$ cat src/rtl/imem_loader.sv
// Boot-time loader: parses a byte stream (16-bit word count, then big-endian words)
// and writes it into instruction memory while holding the core in reset.
module imem_loader #(
   parameter int unsigned DEPTH     = 64,
   parameter logic [31:0] BASE_ADDR = 32'h0000_0000
) (
   input  logic        clock,
   input  logic        reset,
   input  logic        in_valid,
   input  logic [7:0]  in_byte,
   output logic        in_ready,
   input  logic        load_req,
   output logic        wr_en,
   output logic [31:0] wr_addr,
   output logic [31:0] wr_data,
   output logic        core_reset,
   output logic        done,
   output logic        error,
   output logic [15:0] words_loaded
);

   typedef enum logic [2:0] {CNT_HI, CNT_LO, DATA, DONE, ERR} state_t;

   state_t      state;
   logic [15:0] cnt;
   logic [1:0]  byte_idx;
   logic [31:0] word;

   logic        accept;
   logic [15:0] cnt_full;
   logic [31:0] word_next;

   assign accept    = in_valid && in_ready;
   assign cnt_full  = {cnt[15:8], in_byte};
   assign word_next = {word[23:0], in_byte};

   // NOTE: every register here is updated with <= so all of them see the
   // pre-edge values of each other; mixing in = would create order-dependent logic.
   always_ff @(posedge clock) begin
      if (reset) begin
         state        <= CNT_HI;
         cnt          <= '0;
         byte_idx     <= '0;
         word         <= '0;
         in_ready     <= 1'b0;
         wr_en        <= 1'b0;
         wr_addr      <= BASE_ADDR;
         wr_data      <= '0;
         core_reset   <= 1'b1;
         done         <= 1'b0;
         error        <= 1'b0;
         words_loaded <= '0;
      end else begin
         wr_en <= 1'b0;
         case (state)
            CNT_HI: begin
               in_ready   <= 1'b1;
               core_reset <= 1'b1;
               if (accept) begin
                  cnt[15:8] <= in_byte;
                  state     <= CNT_LO;
               end
            end

            CNT_LO: begin
               if (accept) begin
                  cnt[7:0] <= in_byte;
                  if (cnt_full == 16'd0) begin
                     state    <= DONE;
                     in_ready <= 1'b0;
                  end else if (cnt_full > 16'(DEPTH)) begin
                     state    <= ERR;
                     in_ready <= 1'b0;
                     error    <= 1'b1;
                  end else begin
                     state    <= DATA;
                     byte_idx <= 2'd0;
                  end
               end
            end

            // The write registers are separate from the assembly register, so
            // the next word can start assembling during the strobe cycle.
            DATA: begin
               if (accept) begin
                  word     <= word_next;
                  byte_idx <= byte_idx + 2'd1;
                  if (byte_idx == 2'd3) begin
                     wr_en        <= 1'b1;
                     wr_data      <= word_next;
                     wr_addr      <= BASE_ADDR + {14'd0, words_loaded, 2'b00};
                     words_loaded <= words_loaded + 16'd1;
                     if (words_loaded + 16'd1 == cnt) begin
                        state    <= DONE;
                        in_ready <= 1'b0;
                     end
                  end
               end
            end

            // core_reset drops one cycle after entering DONE, after the final strobe.
            DONE: begin
               if (load_req) begin
                  state        <= CNT_HI;
                  words_loaded <= '0;
                  wr_addr      <= BASE_ADDR;
                  done         <= 1'b0;
                  core_reset   <= 1'b1;
                  in_ready     <= 1'b1;
               end else begin
                  done       <= 1'b1;
                  core_reset <= 1'b0;
                  in_ready   <= 1'b0;
               end
            end

            ERR: begin
               in_ready   <= 1'b0;
               core_reset <= 1'b1;
               error      <= 1'b1;
            end

            default: state <= CNT_HI;
         endcase
      end
   end

endmodule

$ cat config.mk
export PLATFORM = sky130hd
export DESIGN_NAME = imem_loader
export DESIGN_NICKNAME = d
export VERILOG_FILES = /design/src/rtl/imem_loader.sv
export SDC_FILE = /design/constraint.sdc
export NUM_CORES = 1
export LEC_CHECK = 0
export BUFFER_PORTS_ARGS = -buffer_cell sky130_fd_sc_hd__buf_4
export CELL_PAD_IN_SITES_DETAIL_PLACEMENT = 0
export CELL_PAD_IN_SITES_GLOBAL_PLACEMENT = 1
export CORE_MARGIN = 5
export CORE_UTILIZATION = 40
export CTS_BUF_LIST = sky130_fd_sc_hd__clkbuf_4 sky130_fd_sc_hd__clkbuf_8
export CTS_CLUSTER_SIZE = 25
export DETAILED_ROUTE_END_ITERATION = 8
export PLACE_DENSITY = 0.79
export SYNTH_ARGS = -nofsm -noshare
export SYNTH_HDL_FRONTEND = slang
export SYNTH_SLANG_ARGS = --single-unit
$ cat constraint.sdc
create_clock -name clock -period 6.7 [get_ports clock]
set_clock_uncertainty 0.15 [all_clocks]
set_input_delay 1.34 -clock clock [delete_from_list [all_inputs] [get_ports clock]]
set_output_delay 1.34 -clock clock [all_outputs]
set_load 0.01 [all_outputs]
== Word-level counts from Yosys, hierarchy flattened ==
Cells that the tools add are included.
Word-level totals
  register bits after elaboration: 130
  output and inout port bits: 85
  logic and storage cells: 91
Operators by class
  add/sub/neg operators: 2
  magnitude comparators: 1
  eq/ne operators: 16
  mux-type cells: 37
  bitwise operators: 3
  reductions and logical operators: 19
Operator list (number)
  $mux W32: 3
  $pmux W32 S2: 1
  $mux W16: 3
  $pmux W16 S2: 1
  $mux W3: 8
  $ne A2 B2 Y1 const B: 9
  $add A16 B1 Y16 const B: 1
  $eq A16 B16 Y1: 1
  $gt A16 B7 Y1 const B: 1
  $logic_not A16 Y1: 1
  $pmux W3 S5: 1
  $mux W1: 12
  $mux W2: 4
  $reduce_and A4 Y1: 2
  $reduce_bool A2 Y1: 4
  $reduce_and A7 Y1: 1
  $eq A3 B2 Y1 const B: 2
  $reduce_and A2 Y1: 3
  $reduce_and A6 Y1: 1
  $pmux W1 S5: 1
  $reduce_and A5 Y1: 1
  $reduce_bool A5 Y1: 1
  $pmux W1 S2: 2
  $pmux W2 S2: 1
  other kinds (11): 13

== Logic depth before layout (Yosys ltp) ==
  depth after elaboration: 6
  mapped depth: 9
  depth with buffers taken out: 9

== Least setup slack after synthesis ==
No wires, ideal clock.
  kind: input-to-reg
  from: input in_valid
  to: register words_loaded[11]
  arrival time: 2720 ps
  data required time: 6422 ps
  path slack: 3703 ps
  cell stages on the path: 9
  buffers on the path: 1
  path through: nand2_1 -> or2_2 -> nor2_2 -> nand2_1 -> nand2_1 -> clkbuf_1 -> o21ai_0 -> a21oi_1 -> nor2_1
Between the ends
  word-level cells in the longest chain between the ends: 3
Ends and longest elaborated chain
  from (decl): line 9  | input logic in_valid,
  $logic_and A1 B1 Y1: line 33  | assign accept = in_valid && in_ready;
  $ne A2 B2 Y1 (no line)
  $reduce_and A4 Y1 (no line)
  to (signal assigned): line 92  | words_loaded <= words_loaded + 16'd1;
  to (decl): line 19  | output logic [15:0] words_loaded
No other way between the ends.
A chain may end at the register's enable or synchronous reset.

== Final worst setup path ==
  from: input in_valid
  to: register wr_addr[4]
Between the ends
  word-level cells in the longest chain between the ends: 3
Ends and longest elaborated chain
  $logic_and A1 B1 Y1: line 33
  $ne A2 B2 Y1 (no line)
  $reduce_and A4 Y1 (no line)
  to (signal assigned): line 91  | wr_addr <= BASE_ADDR + {14'd0, words_loaded, 2'b00};
  to (decl): line 14  | output logic [31:0] wr_addr,
No other way between the ends.

==> flow_metrics.tcl <==
set metrics [dict create \
    antenna_cells 0 \
    avgSynthCellArea_sq_um 8.26 \
    synth.area.top_cells "dfxtp_1, nand2_1, a21oi_1" \
    seq_area_frac_synth 0.456 \
    yosys_warnings 0 \
    drcViolationCount 0 \
    start_util 0.412 \
    async_reset_ff_frac 0 \
    rows 40 \
    peakVddDrop_mv 0.124 \
    cp_common_cell "nand2_1" \
    dpl_cell_area_sq_um 5550 \
    grt_util_all_layers 0.176 \
    powerDensity_nw_per_um2 253 \
    tns_ps 0 \
    arrival_ps 4540 \
    htree_levels 4 \
    io_pins 97 \
    dp_hpwl_microns 8490 \
    postCtsSetupBuffers 0 \
    core_area_sq_um 12200 \
    grt_pass1_wl_microns 20600 \
    utilization 0.491 \
    path_clk_slew_ps 70 \
    synth_top_cell_by_area "dfxtp_1" \
    cts_buffer_depth 2 \
    synth-main-ff-cell "dfxtp_1" \
    maxSlewViolCount 0 \
    critPathKind "in -> reg" \
    fill_cells 1205 \
    vias_per_cell 5.09 \
    antenna_found_initial 0 \
    worst_pin_slew_ps 1130 \
    fmax_ghz 0.229 \
    drive_above_1_share 0.197 \
    overflow 0 \
    rsz0062_at_grt "no" \
    firstDrtPassIters 5 \
    syn_to_final_growth_pct 19.3 \
    synth-seq-cells 114 \
    cts_hold_buffers 0 \
    cts_sinks 114 \
    cts_resized 0 \
    dieArea_sq_um 14900 \
    cp_slowest_cell "nor2_2" \
    grt_max_degree 100 \
    fin_crit_sh 0.653 \
    fin_area_sq_um 5970 \
    ant_nets 0 \
    drtIter0Drc 317 \
    synth_edf_count 0 \
    finalSetupViolCount 0 \
    hold_class "reg -> reg" \
    routed_wl_microns 12800 \
    leakagePower_nw 2.30 \
    path_cells "buf_4, nand2_1, or2_2, nor2_2, nand2_1, nand2_1, nor2_1, a22o_2" \
    clkLatencyLatePin_ps 430 \
    layout.nets 677 \
    critical_path.max_stage_delay_ps 790 \
    cts_made_buffers 17 \
    die_h_microns 122 \
    hold_viol_final 0 \
    synth_area_sq_um 5010 \
    min_period_ps 4370 \
    yosys.area.top_type_share 0.456 \
    crit_fanout 26 \
    netlist_instances 606 \
    grt_pass1_vias 3999 \
    die_w_microns 122 \
    dr_total_vias 4291 \
    cap_viol_max_count 0 \
    holdWs_ps 308 \
    port_buffers 80 \
    outcome "complete, no violations" \
    slew_headroom 0.244 \
    routabilityCongestion 0.845 \
    start_kind "input pin" \
    synth_most_common_cell "nand2_1" \
    wire_per_inst_microns 15.1 \
    cts_tree "built" \
    clockRootBuffer "clkbuf_8" \
    required_ps 6870 \
    end_kind "register" \
    synth_commonest_cells "nand2_1, dfxtp_1, a21oi_1" \
    ys_types 55 \
]
==> path summary, 6_finish.rpt <==
check	from	to	slack, ps	cells after the start
max	in_valid	wr_addr[4]	2330	8
min	wr_data[13]	wr_data[13]	310	2
max reg2reg	state[0]	wr_addr[4]	2920	6
min reg2reg	wr_data[13]	wr_data[13]	310	2
==> report_power, final <==
group | total, W | internal [W] | switching, W
combinational | 0.000119 | 0.0000504 | 0.0000690
clock | 0.000680 | 0.000408 | 0.000272
sequential | 0.000711 | 0.000692 | 0.0000192
total | 0.00151 | 0.00115 | 0.000360
==> layout make-up <==
class	count	area, sq um	share of cell area
multi-input combinational	443	2420	0.405
sequential	114	2280	0.382
timing repair buffer	82	616	0.103
clock buffer	22	297	0.0497
tap	168	210	0.0352
clock inverter	9	129	0.0216
inverter	5	18.8	0.00314
==> logic make-up (layout without fill, tap and decap cells) <==
family	Yosys count	count (layout)	share of synthesized area
fa+ha+maj	2	2	0.00500
compound gates	133	133	0.159
other cells	1	16	0.000749
mux	20	20	0.0402
simple gates	250	250	0.228
buf+inv	64	118	0.0725
flops	114	114	0.456
xor+xnor	22	22	0.0385
==> state kept, by name, summed over array words and instances (netlist names) <==
signal        cells
byte_idx          2
cnt              16
core_reset        1
done              1
error             1
in_ready          1
state             3
word             24
words_loaded     16
wr_addr          16
wr_data          32
wr_en             1
==> metrics by stage <==
| stage | power, W | setup slack [ps] | instances |
|---|---|---|---|
| floorplan | 0.000824 | 3700 | 621 |
| detailed placement | 0.000845 | 1850 | 812 |
| CTS | 0.00153 | 2350 | 843 |
| global placement | 0.000841 | 1980 | 812 |
| finish | 0.00151 | 2330 | 843 |
| global route | 0.00158 | 2060 | 843 |
==> critical path, delay by kind of cell <==
kind | cells | cell delay (ps)
buffers and inverters | 1 | 80
AOI/OAI and AO/OA | 1 | 340
and+or+nand+nor | 6 | 2780
==> cells in the final DEF, fill, tap and decap left out, types with 4 or more instances in the layout <==
master,instances
nor2b_1,5
nor3_1,12
dfxtp_1,114
nor2_1,48
a311oi_1,5
clkbuf_8,21
xnor2_1,14
nand3_1,9
mux2i_1,19
inv_1,5
a22o_1,16
conb_1,16
nand4_1,5
a21oi_1,77
buf_4,82
nand2b_1,4
nand2_1,140
o21ai_0,18
xor2_1,8
or3_1,4
==> routing by layer <==
layer,global-route usage,up-vias,share of wire
met5,0,-,0
met4,0.0602,0,0.011
met1,0.235,1993,0.48
met3,0.0585,15,0.067
li1,-,2144,-
met2,0.268,139,0.45
(Power assumes the default switching activity.)
